`src/rtl/gc_cmd_rx.sv`:
```
// Joybus console-line receiver: synchronises the line, decodes pulse-width bits and
// presents each complete 8- or 24-bit console command with a one-cycle strobe.
module gc_cmd_rx #(
    parameter int CYC_PER_US  = 25,
    parameter int GLITCH_CYC  = 3,
    parameter int THRESH_CYC  = 2 * CYC_PER_US,
    parameter int MAX_LOW_CYC = 5 * CYC_PER_US,
    parameter int END_CYC     = 5 * CYC_PER_US
) (
    input  logic        i_clk,
    input  logic        i_rst,
    input  logic        i_jb_in,
    input  logic        i_rx_en,
    output logic [23:0] o_cmd,
    output logic [1:0]  o_cmd_bytes,
    output logic        o_cmd_valid,
    output logic        o_frame_err,
    output logic        o_rx_busy,
    output logic [1:0]  o_dbg_state
);

    localparam int TW = $clog2(MAX_LOW_CYC + 2);
    localparam logic [TW-1:0] T_SAT    = TW'(MAX_LOW_CYC + 1);
    localparam logic [TW-1:0] T_MAX    = TW'(MAX_LOW_CYC);
    localparam logic [TW-1:0] T_END    = TW'(END_CYC - 1);
    localparam logic [TW-1:0] T_GLITCH = TW'(GLITCH_CYC);
    localparam logic [TW-1:0] T_THRESH = TW'(THRESH_CYC);

    typedef enum logic [1:0] {
        S_WAIT_HIGH = 2'd0,
        S_IDLE      = 2'd1,
        S_LOW       = 2'd2,
        S_HIGH      = 2'd3
    } state_t;

    state_t        r_state;
    state_t        w_state_nxt;
    logic          r_sync1, r_sync2, r_prev;
    logic [TW-1:0] r_timer;
    logic [24:0]   r_shift;
    logic [4:0]    r_cnt;
    logic          r_ovf;
    logic [23:0]   r_cmd;
    logic [1:0]    r_bytes;
    logic          r_valid, r_err;

    logic w_rise, w_fall, w_edge, w_glitch, w_bit;
    logic w_start, w_push, w_eof, w_abort;
    logic w_ok9, w_ok25;

    assign w_rise   = r_sync2 & ~r_prev;
    assign w_fall   = ~r_sync2 & r_prev;
    assign w_edge   = w_rise | w_fall;
    assign w_glitch = (r_timer <= T_GLITCH);
    assign w_bit    = (r_timer < T_THRESH);
    assign w_ok9    = (r_cnt == 5'd9) && !r_ovf && r_shift[0];
    assign w_ok25   = (r_cnt == 5'd25) && !r_ovf && r_shift[0];

    always_comb begin
        w_state_nxt = r_state;
        w_start     = 1'b0;
        w_push      = 1'b0;
        w_eof       = 1'b0;
        w_abort     = 1'b0;
        unique case (r_state)
            S_WAIT_HIGH: if (r_sync2) w_state_nxt = S_IDLE;
            S_IDLE: begin
                if (w_fall) begin
                    w_state_nxt = S_LOW;
                    w_start     = 1'b1;
                end
            end
            S_LOW: begin
                // An edge coinciding with the timeout wins over the timeout.
                if (w_rise) begin
                    if (w_glitch) begin
                        w_state_nxt = (r_cnt == 5'd0) ? S_IDLE : S_HIGH;
                    end else begin
                        w_push      = 1'b1;
                        w_state_nxt = S_HIGH;
                    end
                end else if (r_timer > T_MAX) begin
                    w_abort     = 1'b1;
                    w_state_nxt = S_WAIT_HIGH;
                end
            end
            S_HIGH: begin
                if (w_fall) begin
                    w_state_nxt = S_LOW;
                end else if (r_timer == T_END) begin
                    w_eof       = 1'b1;
                    w_state_nxt = S_IDLE;
                end
            end
        endcase
        if (!i_rx_en) begin
            w_state_nxt = S_WAIT_HIGH;
            w_start     = 1'b0;
            w_push      = 1'b0;
            w_eof       = 1'b0;
            w_abort     = 1'b0;
        end
    end

    always_ff @(posedge i_clk) begin
        if (i_rst) begin
            r_sync1 <= 1'b1;
            r_sync2 <= 1'b1;
            r_prev  <= 1'b1;
            r_timer <= '0;
            r_state <= S_WAIT_HIGH;
            r_shift <= '0;
            r_cnt   <= '0;
            r_ovf   <= 1'b0;
            r_cmd   <= '0;
            r_bytes <= '0;
            r_valid <= 1'b0;
            r_err   <= 1'b0;
        end else begin
            r_sync1 <= i_jb_in;
            r_sync2 <= r_sync1;
            r_prev  <= r_sync2;
            // Counts cycles spent at the current level, the edge cycle included.
            if (w_edge) begin
                r_timer <= TW'(1);
            end else if (r_timer != T_SAT) begin
                r_timer <= r_timer + TW'(1);
            end
            r_state <= w_state_nxt;
            r_valid <= 1'b0;
            r_err   <= 1'b0;
            if (w_start) begin
                r_shift <= '0;
                r_cnt   <= '0;
                r_ovf   <= 1'b0;
            end
            if (w_push) begin
                r_shift <= {r_shift[23:0], w_bit};
                if (r_cnt == 5'd25) r_ovf <= 1'b1;
                else                r_cnt <= r_cnt + 5'd1;
            end
            if (w_abort) r_err <= 1'b1;
            if (w_eof) begin
                if (w_ok9) begin
                    r_cmd   <= {r_shift[8:1], 16'h0000};
                    r_bytes <= 2'd1;
                    r_valid <= 1'b1;
                end else if (w_ok25) begin
                    r_cmd   <= r_shift[24:1];
                    r_bytes <= 2'd3;
                    r_valid <= 1'b1;
                end else begin
                    r_err <= 1'b1;
                end
            end
        end
    end

    assign o_cmd       = r_cmd;
    assign o_cmd_bytes = r_bytes;
    assign o_cmd_valid = r_valid;
    assign o_frame_err = r_err;
    assign o_rx_busy   = i_rx_en && ((r_state == S_LOW) || (r_state == S_HIGH));
    assign o_dbg_state = r_state;

endmodule

```
`config.mk`:
```
export PLATFORM = sky130hd
export DESIGN_NAME = gc_cmd_rx
export DESIGN_NICKNAME = d
export VERILOG_FILES = /design/src/rtl/gc_cmd_rx.sv
export SDC_FILE = /design/constraint.sdc
export NUM_CORES = 1
export LEC_CHECK = 0
export ABC_AREA = 1
export CAP_MARGIN = 10
export CORE_MARGIN = 4
export CORE_UTILIZATION = 27
export CTS_BUF_LIST = sky130_fd_sc_hd__clkbuf_8
export CTS_CLUSTER_SIZE = 24
export DETAILED_ROUTE_END_ITERATION = 7
export DONT_BUFFER_PORTS = 1
export SYNTH_ARGS = -nofsm -noshare
export SYNTH_HDL_FRONTEND = slang
export SYNTH_SLANG_ARGS = --single-unit
```
`constraint.sdc`:
```
create_clock -name i_clk -period 4.1 [get_ports i_clk]
set_clock_uncertainty 0.2 [all_clocks]
set_input_delay 0.82 -clock i_clk [delete_from_list [all_inputs] [get_ports i_clk]]
set_output_delay 0.82 -clock i_clk [all_outputs]
set_load 0.03 [all_outputs]
```
==> results.txt <==
----------------------------------------------------
[Outcome]
  Status ... complete, no violations

[Placement]
  Post-DP HPWL ... between 4 and 5 mm
  Final weighted congestion in routability-driven placement ... around 0.81
  Buffers on Ports ... 0

[Floorplanning]
  Core region area ... around 0.012 mm2
  Width of the die ... around 120 um
  IO Count ... 35
  Initial Util ... roughly 28%
  Die height ... 119 um
  Die area ... between 0.01 and 0.015 mm2
  Number of standard-cell rows in the floorplan ... 40

[Logic synthesis]
  Mux contribution to synthesized area ... 0%
  Post-synthesis instance total ... around 430
  Seq/Total Area, Yosys ... 42.5%
  Adder-cell share of the synthesized area ... between 3 and 4%
  Count of unique library cells instantiated by Yosys ... 29
  Synthesized-area fraction occupied by and/or/nand/nor cells ... a little under a third
  Top post-synthesis cells by area ... sky130_fd_sc_hd__dfxtp_1 (42%), sky130_fd_sc_hd__nand2_1 (11%), sky130_fd_sc_hd__nand3_1 (6.7%)
  Compound-Gate Fraction of Synth Area ... between 10 and 15%
  Flops & latches, synth ... 71
  Mean cell area of the mapped netlist ... 7.76 um2
  Dominant synthesized flop cell ... sky130_fd_sc_hd__dfxtp_1
  Dominant combinational cell family by area after synthesis ... simple AND/OR/NAND/NOR gates
  Nets in the synthesized netlist ... around 440
  List of most frequent post-synthesis cells ... sky130_fd_sc_hd__nand2_1 (99), sky130_fd_sc_hd__dfxtp_1 (71), sky130_fd_sc_hd__nand3_1 (45)
  Library cell occupying the most area in the post-synthesis netlist ... sky130_fd_sc_hd__dfxtp_1
  Count of flip-flops with a built-in enable after synthesis ... 0
  Share of flip-flops with an asynchronous set or reset ... 0%
  Dominant cell by count in the synthesized netlist ... sky130_fd_sc_hd__nand2_1
  Count of warnings emitted by yosys ... 0
  Syn Std Cell Area ... about 0.0033 mm2
  Area share of the largest cell type after synthesis ... 42.5%
  Fraction of synthesized cell area in xor and xnor cells ... ~1.3%

[Power and ir drop]
  PD cells ... ~350 mW/mm2
  Clock network fraction of total power ... a little over two fifths
  Total power draw ... approximately 1.3 mW
  Net switching component of the power ... 0.327 mW
  VDD IR max ... between 0.1 and 0.15 mV
  Sequential cell fraction of total power ... 55.5%
  Combinational share of power ... under 10%
  Switching power share of the total ... between 20% and 30%
  Leakage ... 1.32 nW
  Design internal power ... approximately 0.94 mW

[Worst hold path]
  Class of the worst hold path ... register to register

[CTS]
  Maximum clock insertion buffer count ... 2
  CTS tree ... done
  Number of buffers added for setup after CTS ... 0
  Total number of H-tree levels ... 3
  Number of clock buffers inserted by TritonCTS ... 9
  Clock tree sinks ... 71
  # resized after CTS ... 0
  Clock tree root driver cell ... sky130_fd_sc_hd__clkbuf_8
  Number of buffers inserted by hold repair at cts ... 0
  Skew-Pair Late Insertion Delay ... between 0.3 and 0.4 ns
  Clock-pin transition on the worst setup and hold timing paths ... 0.08 ns

[Worst setup path]
  Data arrival time of the critical path ... between 2 and 2.5 ns
  Critical path fanouts, max ... 32
  Setup CP Type ... register to register
  Startpoint type of the worst setup path ... register
  Worst Setup End Kind ... register
  Gate family responsible for the most delay along the worst path ... buffers and inverters
  Required time of the critical path ... around 4.2 ns
  Total buffers and inverters traversed by the critical path ... 3
  Critical Path Slowest Stage Cell ... sky130_fd_sc_hd__dfxtp_1
  Crit-path max cell delay ... about 0.65 ns
  Worst path cell trace ... inv_2 > nor2_2 > nand2_1 > nor2_1 > nand2_1 > buf_4 > inv_2 > nand3_1 > a21oi_1

[Drt]
  Number of remaining DRC errors ... 0
  Ratio of routed vias to standard cells ... around 4.5
  Iter 0 DRT Violations ... 210
  Routed WL ... between 7 and 8 mm
  Length of the first detailed-routing pass in iterations ... 4
  Wire per inst ... ~12 um
  Total number of vias ... around 2700
  Antenna violation net count after detailed routing ... 0

[Flow run]
  Maximum Capacitance Violations ... 0

[Layout]
  ANT cells ... 0
  Post-layout utilization of the core ... between 20% and 30%
  Area Overhead vs Synth ... 7.78%
  Layout cell share with drive strength beyond 1 ... between 10% and 20%
  Filler cell count ... roughly 1300
  Final-stage net count ... 435

[Timing]
  Final TNS setup ... 0 ns
  Setup repair after global routing missed its margin ... false
  Final period util ... between 50% and 60%
  Max-slew violation count ... 0
  Slew margin rel. ... 45.9%
  Max Freq ... between 0.4 and 0.5 GHz
  Slew at the pin closest to its max-slew limit ... 0.810 ns
  Final number of hold-violating endpoints ... 0
  Setup-violating endpoint count in the final report ... 0
  Time the final worst path needs with I/O delays and setup ... 2.37 ns

[GRT]
  Number of global-route vias before repair ... about 2500
  Number of antenna violations at the first check in global routing ... 0
  Maximum number of pins on one net before global-route repair ... 55
  Global-route wire length before repair ... roughly 12 mm
  Total routing resource utilization after global routing ... 10.1%
  Overflow left after global routing ... 0

----------------------------------------------------
[flip-flops by register name, summed over array words and instances, names as in the netlist]
register	cells
o_cmd_valid	1
o_cmd	24
o_cmd_bytes	2
r_shift	25
r_prev	1
r_ovf	1
o_dbg_state	2
r_sync1	1
r_sync2	1
r_timer	7
o_frame_err	1
r_cnt	5
[final cells by class]
type	count	area, um2	share of cell area (%)
Clock buffer	9	124	3.44
Clock inverter	7	61.3	1.70
Inverter	38	148	4.10
Multi-Input combinational cell	300	1630	45.1
Sequential cell	71	1420	39.4
Tap cell	168	210	5.83
Timing Repair Buffer	2	15.0	0.417
[metal layers]
layer  vias to the layer above  GRT usage [%]  routed length, um
li1                       1375              -                  -
met5                         -              0                  0
met1                      1241           12.8               3440
met3                         9           4.04                466
met2                        50           15.3               3050
met4                         0           3.87                111
[power groups by stage]
stage / Combinational [mW] / Sequential, mW / Clock, mW
3_3_place_gp: 0.0314 / 0.717 / 0
4_1_cts: 0.0323 / 0.702 / 0.547
6_report: 0.0321 / 0.701 / 0.531
2_1_floorplan: 0.0345 / 0.716 / 0
5_1_grt: 0.0374 / 0.703 / 0.578
3_5_place_dp: 0.0322 / 0.718 / 0
[layout by cell type (no fill, tap or decap)]
cell type	Yosys	routed
sky130_fd_sc_hd__xnor2_1	1	1
sky130_fd_sc_hd__nand4_1	1	1
sky130_fd_sc_hd__inv_2	4	4
sky130_fd_sc_hd__o21ai_1	3	3
sky130_fd_sc_hd__o21ai_0	13	13
sky130_fd_sc_hd__nor2_1	30	30
sky130_fd_sc_hd__nor3_1	1	1
sky130_fd_sc_hd__ha_1	9	9
sky130_fd_sc_hd__inv_6	0	4
sky130_fd_sc_hd__nand2_2	5	5
sky130_fd_sc_hd__nand2_1	99	99
sky130_fd_sc_hd__clkbuf_8	0	9
sky130_fd_sc_hd__inv_8	0	1
sky130_fd_sc_hd__clkinv_4	1	1
sky130_fd_sc_hd__nor2_4	4	4
sky130_fd_sc_hd__nand3_2	17	17
sky130_fd_sc_hd__a21oi_2	17	17
sky130_fd_sc_hd__dfxtp_1	71	71
sky130_fd_sc_hd__or2_2	2	2
sky130_fd_sc_hd__xor2_1	4	4
sky130_fd_sc_hd__o21a_1	2	2
sky130_fd_sc_hd__inv_1	33	33
sky130_fd_sc_hd__a31oi_1	1	1
sky130_fd_sc_hd__nand3_1	45	45
sky130_fd_sc_hd__nand2_4	1	1
sky130_fd_sc_hd__clkinvlp_4	0	2
sky130_fd_sc_hd__nor2_2	2	2
sky130_fd_sc_hd__buf_4	0	2
sky130_fd_sc_hd__a21oi_1	43	43
[final timing paths]
path                            cells past startpoint  slack [ns]            from       end
worst min register to register                      1        0.24         r_sync1   r_sync2
worst max register to register                      9        1.73  o_dbg_state[1]  r_cnt[2]
worst min-delay path                                1        0.24         r_sync1   r_sync2
worst max-delay path                                9        1.73  o_dbg_state[1]  r_cnt[2]
[kinds of logic after synthesis]
group	Yosys count
xor gates and xnor gates	5
buffers and inverters	60
DFF	71
AOI/OAI and AO/OA	79
adders and majority gates	9
and+or+nand+nor	207
[per-stage QoR]
stage / std cells / worst slack [ns] / area [um2] / hold slack, ns
2_1_floorplan: 431 / 2.01 / 3340 / 0.189
3_3_place_gp: 579 / 1.71 / 3420 / 0.220
3_5_place_dp: 579 / 1.70 / 3420 / 0.202
4_1_cts: 595 / 1.73 / 3600 / 0.236
5_1_grt: 595 / 1.49 / 3600 / 0.271
6_report: 595 / 1.73 / 3600 / 0.241
No activity file was read; power rests on OpenSTA's default activity.
